$ cat src/rtl/conv_sequencer_pkg.sv
// Shared definitions for the convolution tile sequencer: state encoding,
// datapath command/status bit positions and the default address width.
package conv_sequencer_pkg;

    localparam int ADDR_W_DEF = 12;

    // dp_cmd bit positions
    localparam int CMD_GET_ADDR = 3;
    localparam int CMD_GET_DATA = 2;
    localparam int CMD_COUNT    = 1;
    localparam int CMD_WRITE    = 0;

    // dp_status bit positions
    localparam int ST_GOT_DATA  = 3;
    localparam int ST_READY     = 2;
    localparam int ST_CNT_DONE  = 1;
    localparam int ST_WRITTEN   = 0;

    typedef enum logic [3:0] {
        S_IDLE,
        S_ADDR_C,
        S_ADDR_W,
        S_DATA_C,
        S_DATA_W,
        S_CNT_C,
        S_CNT_W,
        S_WR_C,
        S_WR_W,
        S_NEXT,
        S_FIN
    } state_t;

    function automatic logic [3:0] cmd_for(input state_t s);
        logic [3:0] c;
        c = '0;
        case (s)
            S_ADDR_C: c[CMD_GET_ADDR] = 1'b1;
            S_DATA_C: c[CMD_GET_DATA] = 1'b1;
            S_CNT_C:  c[CMD_COUNT]    = 1'b1;
            S_WR_C:   c[CMD_WRITE]    = 1'b1;
            default:  c = '0;
        endcase
        return c;
    endfunction

    function automatic logic is_cmd_state(input state_t s);
        return (s == S_ADDR_C) || (s == S_DATA_C) || (s == S_CNT_C) || (s == S_WR_C);
    endfunction

endpackage

$ cat src/rtl/conv_sequencer_ack.sv
// ack_timer: counts cycles spent waiting for a datapath acknowledge and
// flags when the allowed number of wait cycles has been used up.
module ack_timer #(
    parameter int TIMEOUT = 15
) (
    input  logic clk,
    input  logic reset,
    input  logic i_clear,
    input  logic i_enable,
    output logic o_expired
);

    localparam int CW = (TIMEOUT < 2) ? 1 : $clog2(TIMEOUT);

    logic [CW-1:0] r_count;

    // Count holds at the last wait cycle; the FSM leaves the wait state there.
    always_ff @(posedge clk or posedge reset) begin
        if (reset) begin
            r_count <= '0;
        end else if (i_clear) begin
            r_count <= '0;
        end else if (i_enable && !o_expired) begin
            r_count <= r_count + CW'(1);
        end
    end

    assign o_expired = (r_count == CW'(TIMEOUT - 1));

endmodule

$ cat src/rtl/conv_sequencer.sv
// Tile sequencer: walks num_tiles 4x4 tiles through the datapath handshake
// (address, data, count, write) and drives the SRAM addresses for each tile.
module conv_sequencer
    import conv_sequencer_pkg::*;
#(
    parameter int ADDR_W  = ADDR_W_DEF,
    parameter int TIMEOUT = 15
) (
    input  logic              clk,
    input  logic              reset,
    input  logic              start,
    input  logic [ADDR_W-1:0] num_tiles,
    input  logic [ADDR_W-1:0] in_base,
    input  logic [ADDR_W-1:0] wt_addr_cfg,
    input  logic [ADDR_W-1:0] out_base,
    output logic [3:0]        dp_cmd,
    input  logic [3:0]        dp_status,
    output logic [ADDR_W-1:0] input_address,
    output logic [ADDR_W-1:0] weight_address,
    output logic [ADDR_W-1:0] write_address,
    output logic              write_en,
    output logic              busy,
    output logic              done,
    output logic              error
);

    state_t            r_state, w_next;
    logic [ADDR_W-1:0] r_num_tiles, r_in_base, r_out_base, r_tile, w_tile_inc;
    logic [ADDR_W-1:0] r_input_address, r_weight_address, r_write_address;
    logic [3:0]        r_dp_cmd, w_cmd;
    logic              r_write_en, r_busy, r_done, r_error;
    logic              w_write_en, w_busy, w_done, w_timeout;
    logic              w_expired, w_in_wait, w_ack, w_launch, w_zero_job, w_clear;

    assign w_tile_inc = r_tile + ADDR_W'(1);
    assign w_launch   = (r_state == S_IDLE) && start && (num_tiles != '0);
    assign w_zero_job = (r_state == S_IDLE) && start && (num_tiles == '0);
    assign w_clear    = is_cmd_state(r_state);

    ack_timer #(.TIMEOUT(TIMEOUT)) u_ack_timer (
        .clk       (clk),
        .reset     (reset),
        .i_clear   (w_clear),
        .i_enable  (w_in_wait),
        .o_expired (w_expired)
    );

    always_ff @(posedge clk or posedge reset) begin
        if (reset) r_state <= S_IDLE;
        else       r_state <= w_next;
    end

    // Each wait state only listens to its own status bit.
    always_comb begin
        w_next    = r_state;
        w_in_wait = 1'b0;
        w_ack     = 1'b0;
        case (r_state)
            S_IDLE:   if (w_launch) w_next = S_ADDR_C;
            S_ADDR_C: w_next = S_ADDR_W;
            S_ADDR_W: begin
                w_in_wait = 1'b1;
                w_ack     = dp_status[ST_READY];
                if (w_ack)          w_next = S_DATA_C;
                else if (w_expired) w_next = S_IDLE;
            end
            S_DATA_C: w_next = S_DATA_W;
            S_DATA_W: begin
                w_in_wait = 1'b1;
                w_ack     = dp_status[ST_GOT_DATA];
                if (w_ack)          w_next = S_CNT_C;
                else if (w_expired) w_next = S_IDLE;
            end
            S_CNT_C:  w_next = S_CNT_W;
            S_CNT_W: begin
                w_in_wait = 1'b1;
                w_ack     = dp_status[ST_CNT_DONE];
                if (w_ack)          w_next = S_WR_C;
                else if (w_expired) w_next = S_IDLE;
            end
            S_WR_C:   w_next = S_WR_W;
            S_WR_W: begin
                w_in_wait = 1'b1;
                w_ack     = dp_status[ST_WRITTEN];
                if (w_ack)          w_next = S_NEXT;
                else if (w_expired) w_next = S_IDLE;
            end
            S_NEXT:   w_next = (w_tile_inc == r_num_tiles) ? S_FIN : S_ADDR_C;
            S_FIN:    w_next = S_IDLE;
            default:  w_next = S_IDLE;
        endcase
    end

    // Outputs are decoded from the next state and registered alongside it.
    always_comb begin
        w_cmd      = cmd_for(w_next);
        w_busy     = (w_next != S_IDLE);
        w_done     = (w_next == S_FIN) || w_zero_job;
        w_write_en = (w_next == S_NEXT);
        w_timeout  = w_in_wait && !w_ack && w_expired;
    end

    always_ff @(posedge clk or posedge reset) begin
        if (reset) begin
            r_dp_cmd         <= '0;
            r_busy           <= 1'b0;
            r_done           <= 1'b0;
            r_write_en       <= 1'b0;
            r_error          <= 1'b0;
            r_num_tiles      <= '0;
            r_in_base        <= '0;
            r_out_base       <= '0;
            r_tile           <= '0;
            r_input_address  <= '0;
            r_weight_address <= '0;
            r_write_address  <= '0;
        end else begin
            r_dp_cmd   <= w_cmd;
            r_busy     <= w_busy;
            r_done     <= w_done;
            r_write_en <= w_write_en;
            if (w_launch) begin
                r_num_tiles      <= num_tiles;
                r_in_base        <= in_base;
                r_out_base       <= out_base;
                r_tile           <= '0;
                r_error          <= 1'b0;
                r_input_address  <= in_base;
                r_weight_address <= wt_addr_cfg;
                r_write_address  <= out_base;
            end else begin
                if (w_timeout) r_error <= 1'b1;
                // Addresses move only when the next tile starts, so they stay
                // valid through the write strobe in NEXT.
                if (r_state == S_NEXT) begin
                    r_tile <= w_tile_inc;
                    if (w_next == S_ADDR_C) begin
                        r_input_address <= r_in_base + w_tile_inc;
                        r_write_address <= r_out_base + w_tile_inc;
                    end
                end
            end
        end
    end

    assign dp_cmd         = r_dp_cmd;
    assign busy           = r_busy;
    assign done           = r_done;
    assign write_en       = r_write_en;
    assign error          = r_error;
    assign input_address  = r_input_address;
    assign weight_address = r_weight_address;
    assign write_address  = r_write_address;

endmodule

$ cat config.mk
export PLATFORM = sky130hd
export DESIGN_NAME = conv_sequencer
export DESIGN_NICKNAME = d
export VERILOG_FILES = /design/src/rtl/conv_sequencer_pkg.sv /design/src/rtl/conv_sequencer_ack.sv /design/src/rtl/conv_sequencer.sv
export SDC_FILE = /design/constraint.sdc
export NUM_CORES = 1
export LEC_CHECK = 0
export BUFFER_PORTS_ARGS = -buffer_cell sky130_fd_sc_hd__buf_2
export CORE_MARGIN = 1
export CORE_UTILIZATION = 50
export CTS_CLUSTER_DIAMETER = 40
export DETAILED_ROUTE_END_ITERATION = 12
export GPL_ROUTABILITY_DRIVEN = 1
export PLACE_DENSITY = 0.82
export SYNTH_ARGS = -nofsm -noshare
export SYNTH_HDL_FRONTEND = slang
export SYNTH_HIERARCHICAL = 1
export SYNTH_SLANG_ARGS = --single-unit
$ cat constraint.sdc
create_clock -name clk -period 2.9 [get_ports clk]
set_input_delay 0.145 -clock clk [delete_from_list [all_inputs] [get_ports clk]]
set_output_delay 0.145 -clock clk [all_outputs]
set_load 0.02 [all_outputs]
==> flow_metrics.py <==
metrics = {
    "status": {
        "status": "finished, final reports clean",
    },
    "drt": {
        "wl_per_cell_um": 16.7,
        "antenna_left": 0,
        "drc_errors": 0,
        "via_per_inst": 5.61,
        "wirelength_um": 15600,
        "drtIter0Drc": 284,
        "num_vias": 5221,
        "drtPass1Iterations": 5,
    },
    "synth": {
        "netlist.area_leader.share_pct": 43.5,
        "synthFlopType": "dfrtp_1",
        "synthXorXnorAreaFrac_pct": 6.98,
        "yosysTopAreaCell": "dfrtp_1",
        "yosysWarnings": 6,
        "muxShareOfSynthArea_pct": 5.22,
        "syn-num-nets": 712,
        "ys_seq_area_share_pct": 43.5,
        "synthCells": 630,
        "synth_cell_type_count": 59,
        "syn_area_per_cell_um2": 9.13,
        "synth_adder_area_share_pct": 6.14,
        "synthTopCellsByCount": "185 x nand2_1, 100 x dfrtp_1, 43 x o21ai_0, 25 x ha_1, 23 x nand3_1",
        "synth_edf_count": 0,
        "synth_top_family_by_area": "simple AND/OR/NAND/NOR gates",
        "syn_area_mm2": 0.00575,
        "synth_simple_gate_area_share_pct": 22.6,
        "yosys-top-cells-area": "dfrtp_1 44%, nand2_1 12%, ha_1 5.4%, o21ai_0 3.7%, mux2_1 3.5%",
        "synth_seq_cells": 100,
        "yosysMostFrequentCell": "nand2_1",
        "async_flop_share_pct": 100,
        "synth-compound-area-share_pct": 12.5,
    },
    "placed_design": {
        "place.gp.congestion": 0.867,
        "post_dp_cell_area_mm2": 0.00668,
        "pre_cts_ws_ns": -0.0321,
        "dp_cells": 886,
        "place.port_buffers": 98,
        "dp_hpwl_um": 10400,
    },
    "clock_network": {
        "cts.sinks": 100,
        "clockBufferDepth": 2,
        "clk_pin_slew_worst_paths_ns": 0.07,
        "clk_latency_ns": 0.35,
        "clockRootBuffer": "clkbuf_16",
        "htree_levels": 3,
        "numCtsBuffers": 9,
        "cts_tree": "yes",
    },
    "final_layout": {
        "syn_to_final_growth_pct": 29.5,
        "multi_input_area_mm2": 0.00325,
        "finalNonFillerCells": 931,
        "final_cell_area_mm2": 0.00745,
        "fill_cells": 868,
        "register_area_mm2": 0.00251,
        "fin_nets": 869,
        "diodes": 0,
        "drive_gt1_share_pct": 28.8,
    },
    "global_routing": {
        "grt_pass1_wl_um": 23400,
        "grt_max_degree": 73,
        "grt_overflow_total": 0,
        "grt.total_usage_pct": 25.7,
        "antenna_found_initial": 0,
        "grt_pass1_vias": 5075,
    },
    "setup_path": {
        "max_stage_delay_ns": 0.44,
        "r2r-start": "r_tile[1]$_DFFE_PP0P_",
        "crit_type": "flop to flop",
        "reg2reg_depth": 12,
        "crit_chain": "ha_4 -> xor2_1 -> buf_4 -> xnor2_1 -> o2111a_1 -> nand4_1 -> o31ai_1 -> buf_4 -> a211oi_4 -> buf_6 -> clkbuf_16 -> mux2_1",
        "cp_num_buf_inv": 4,
        "critPathRequiredTime_ns": 3.13,
        "cp_max_fo": 6,
        "cp_data_arrival_time_ns": 3.09,
        "cp_slowest_cell": "dfrtp_2",
        "cp-start-kind": "flop",
        "path_common_cell": "buf_4",
        "worst_r2r_endpoint": "input_address[4]$_DFFE_PP0P_",
        "critPathTopFamily": "buffers and inverters",
        "path_depth": 12,
        "reg2reg_slack_ns": 0.05,
        "setup.worst_path.end_class": "flop",
    },
    "die": {
        "rows": 38,
        "ioPinCount": 99,
        "start_util_pct": 52.1,
        "die-area_mm2": 0.0119,
        "coreArea_mm2": 0.0110,
        "die_h_um": 109,
        "fp.dieW_um": 109,
    },
    "power_and_ir_drop": {
        "power.density_mw_per_mm2": 976,
        "leakagePower_nw": 3.80,
        "irDropWorstVdd_mv": 0.542,
    },
    "timing": {
        "finalSetupViolCount": 0,
        "slew_viol_final": 0,
        "period_needed_ns": 2.85,
        "tightest_slew_ns": 0.654,
        "skew_ns": 0.00885,
        "layout_setup_ws_ns": 0.0460,
        "maxSlewHeadroom_pct": 56.4,
        "fmax_ghz": 0.350,
        "hold_viol_final": 0,
        "grt_setup_unrepaired": "true",
        "post-route-period-util_pct": 98.4,
    },
    "min_path": {
        "hp-class": "primary input to flop",
        "min_from": "num_tiles[4]",
        "hold_path_end": "r_num_tiles[4]$_DFFE_PP0P_",
        "whs_path_depth": 3,
    },
    "run": {
        "cap_violations": 0,
    },
}
## report_power, final
group          leakage (nW)  switching [mW]  internal (mW)
sequential             1.26           0.430           1.96
clock                 0.131           0.524          0.600
combinational          2.40            2.06           1.70
total                  3.80            3.01           4.26
## placed cells by master, fill, tap and decap left out, drive strengths merged, types with 16 or more instances in the layout
master	n
nand2	185
a21oi	16
ha	25
nand3	24
dfrtp	100
mux2	24
buf	156
nor2	22
o21ai	43
xnor2	18
## per-layer routing
layer / vias to the layer above / global-route usage (%) / share of wire, %
met3: 23 / 2.99 / 4.6
met1: 2575 / 33.1 / 42
met2: 150 / 44.5 / 51
met4: 0 / 8.95 / 2.0
met5: - / 0 / 0
li1: 2473 / - / -
## worst min-delay path: cells and delay by family
kind,cells,cell delay (ns)
buffers and inverters,1,0.09
and+or+nand+nor,2,0.09
## flip-flops by register name (all words and copies together), names as in the netlist
register / cells
input_address: 12
r_tile: 12
r_in_base: 12
u_ack_timer/r_count: 4
write_address: 12
r_out_base: 12
r_state: 4
done: 1
error: 1
r_num_tiles: 12
weight_address: 12
busy: 1
write_en: 1
dp_cmd: 4
## metrics by stage
step / utilization [%] / power (mW) / TNS [ns] / hold slack [ns]
2_1_floorplan: - / 4.68 / 0 / -0.0889
3_3_place_gp: 60.6 / 5.56 / 0 / 0.0633
3_5_place_dp: 60.6 / 5.71 / -0.0321 / 0.0711
4_1_cts: 64.5 / 6.87 / 0 / 0.00366
5_1_grt: 67.5 / 7.74 / -0.269 / 0.00733
6_report: 67.5 / 7.27 / 0 / 0.00319
## worst max-delay path by stage
stage                                     to                                from
2_1_floorplan  write_address[11]$_DFFE_PP0P_               r_tile[0]$_DFFE_PP0P_
6_report        input_address[4]$_DFFE_PP0P_               r_tile[1]$_DFFE_PP0P_
4_1_cts        write_address[11]$_DFFE_PP0P_               r_tile[3]$_DFFE_PP0P_
3_3_place_gp   input_address[10]$_DFFE_PP0P_               r_tile[1]$_DFFE_PP0P_
5_1_grt         input_address[9]$_DFFE_PP0P_  u_ack_timer/r_count[0]$_DFFE_PP0P_
3_5_place_dp   input_address[10]$_DFFE_PP0P_               r_tile[1]$_DFFE_PP0P_
## kinds of logic (layout without fill, tap and decap cells)
family                     after synthesis  after routing
AOI/OAI and AO/OA                      108            108
xor gates and xnor gates                38             38
adders and majority gates               27             27
buffers and inverters                   42            203
DFF                                    100            100
muxes                                   27             27
and+or+nand+nor                        288            288
## final cells by class
cell class                 instances  area share (%)
timing repair buffer             173            15.9
tap                              140            2.35
clock inverter                     4           0.353
clock buffer                      11            3.26
sequential                       100            33.7
inverter                          15           0.789
multi-input combinational        488            43.7
## timing repair
action | in CTS | in global routing
cloned | 0 | 3
setup buffers | 1 | 11
pin swaps | 0 | 12
resized for setup | 2 | 48
hold buffers | 15 | 0
setup endpoints to repair | 2 | 23
endpoints found under the hold margin | 67 | 0
Note: power is estimated with default switching activity, not from simulation.
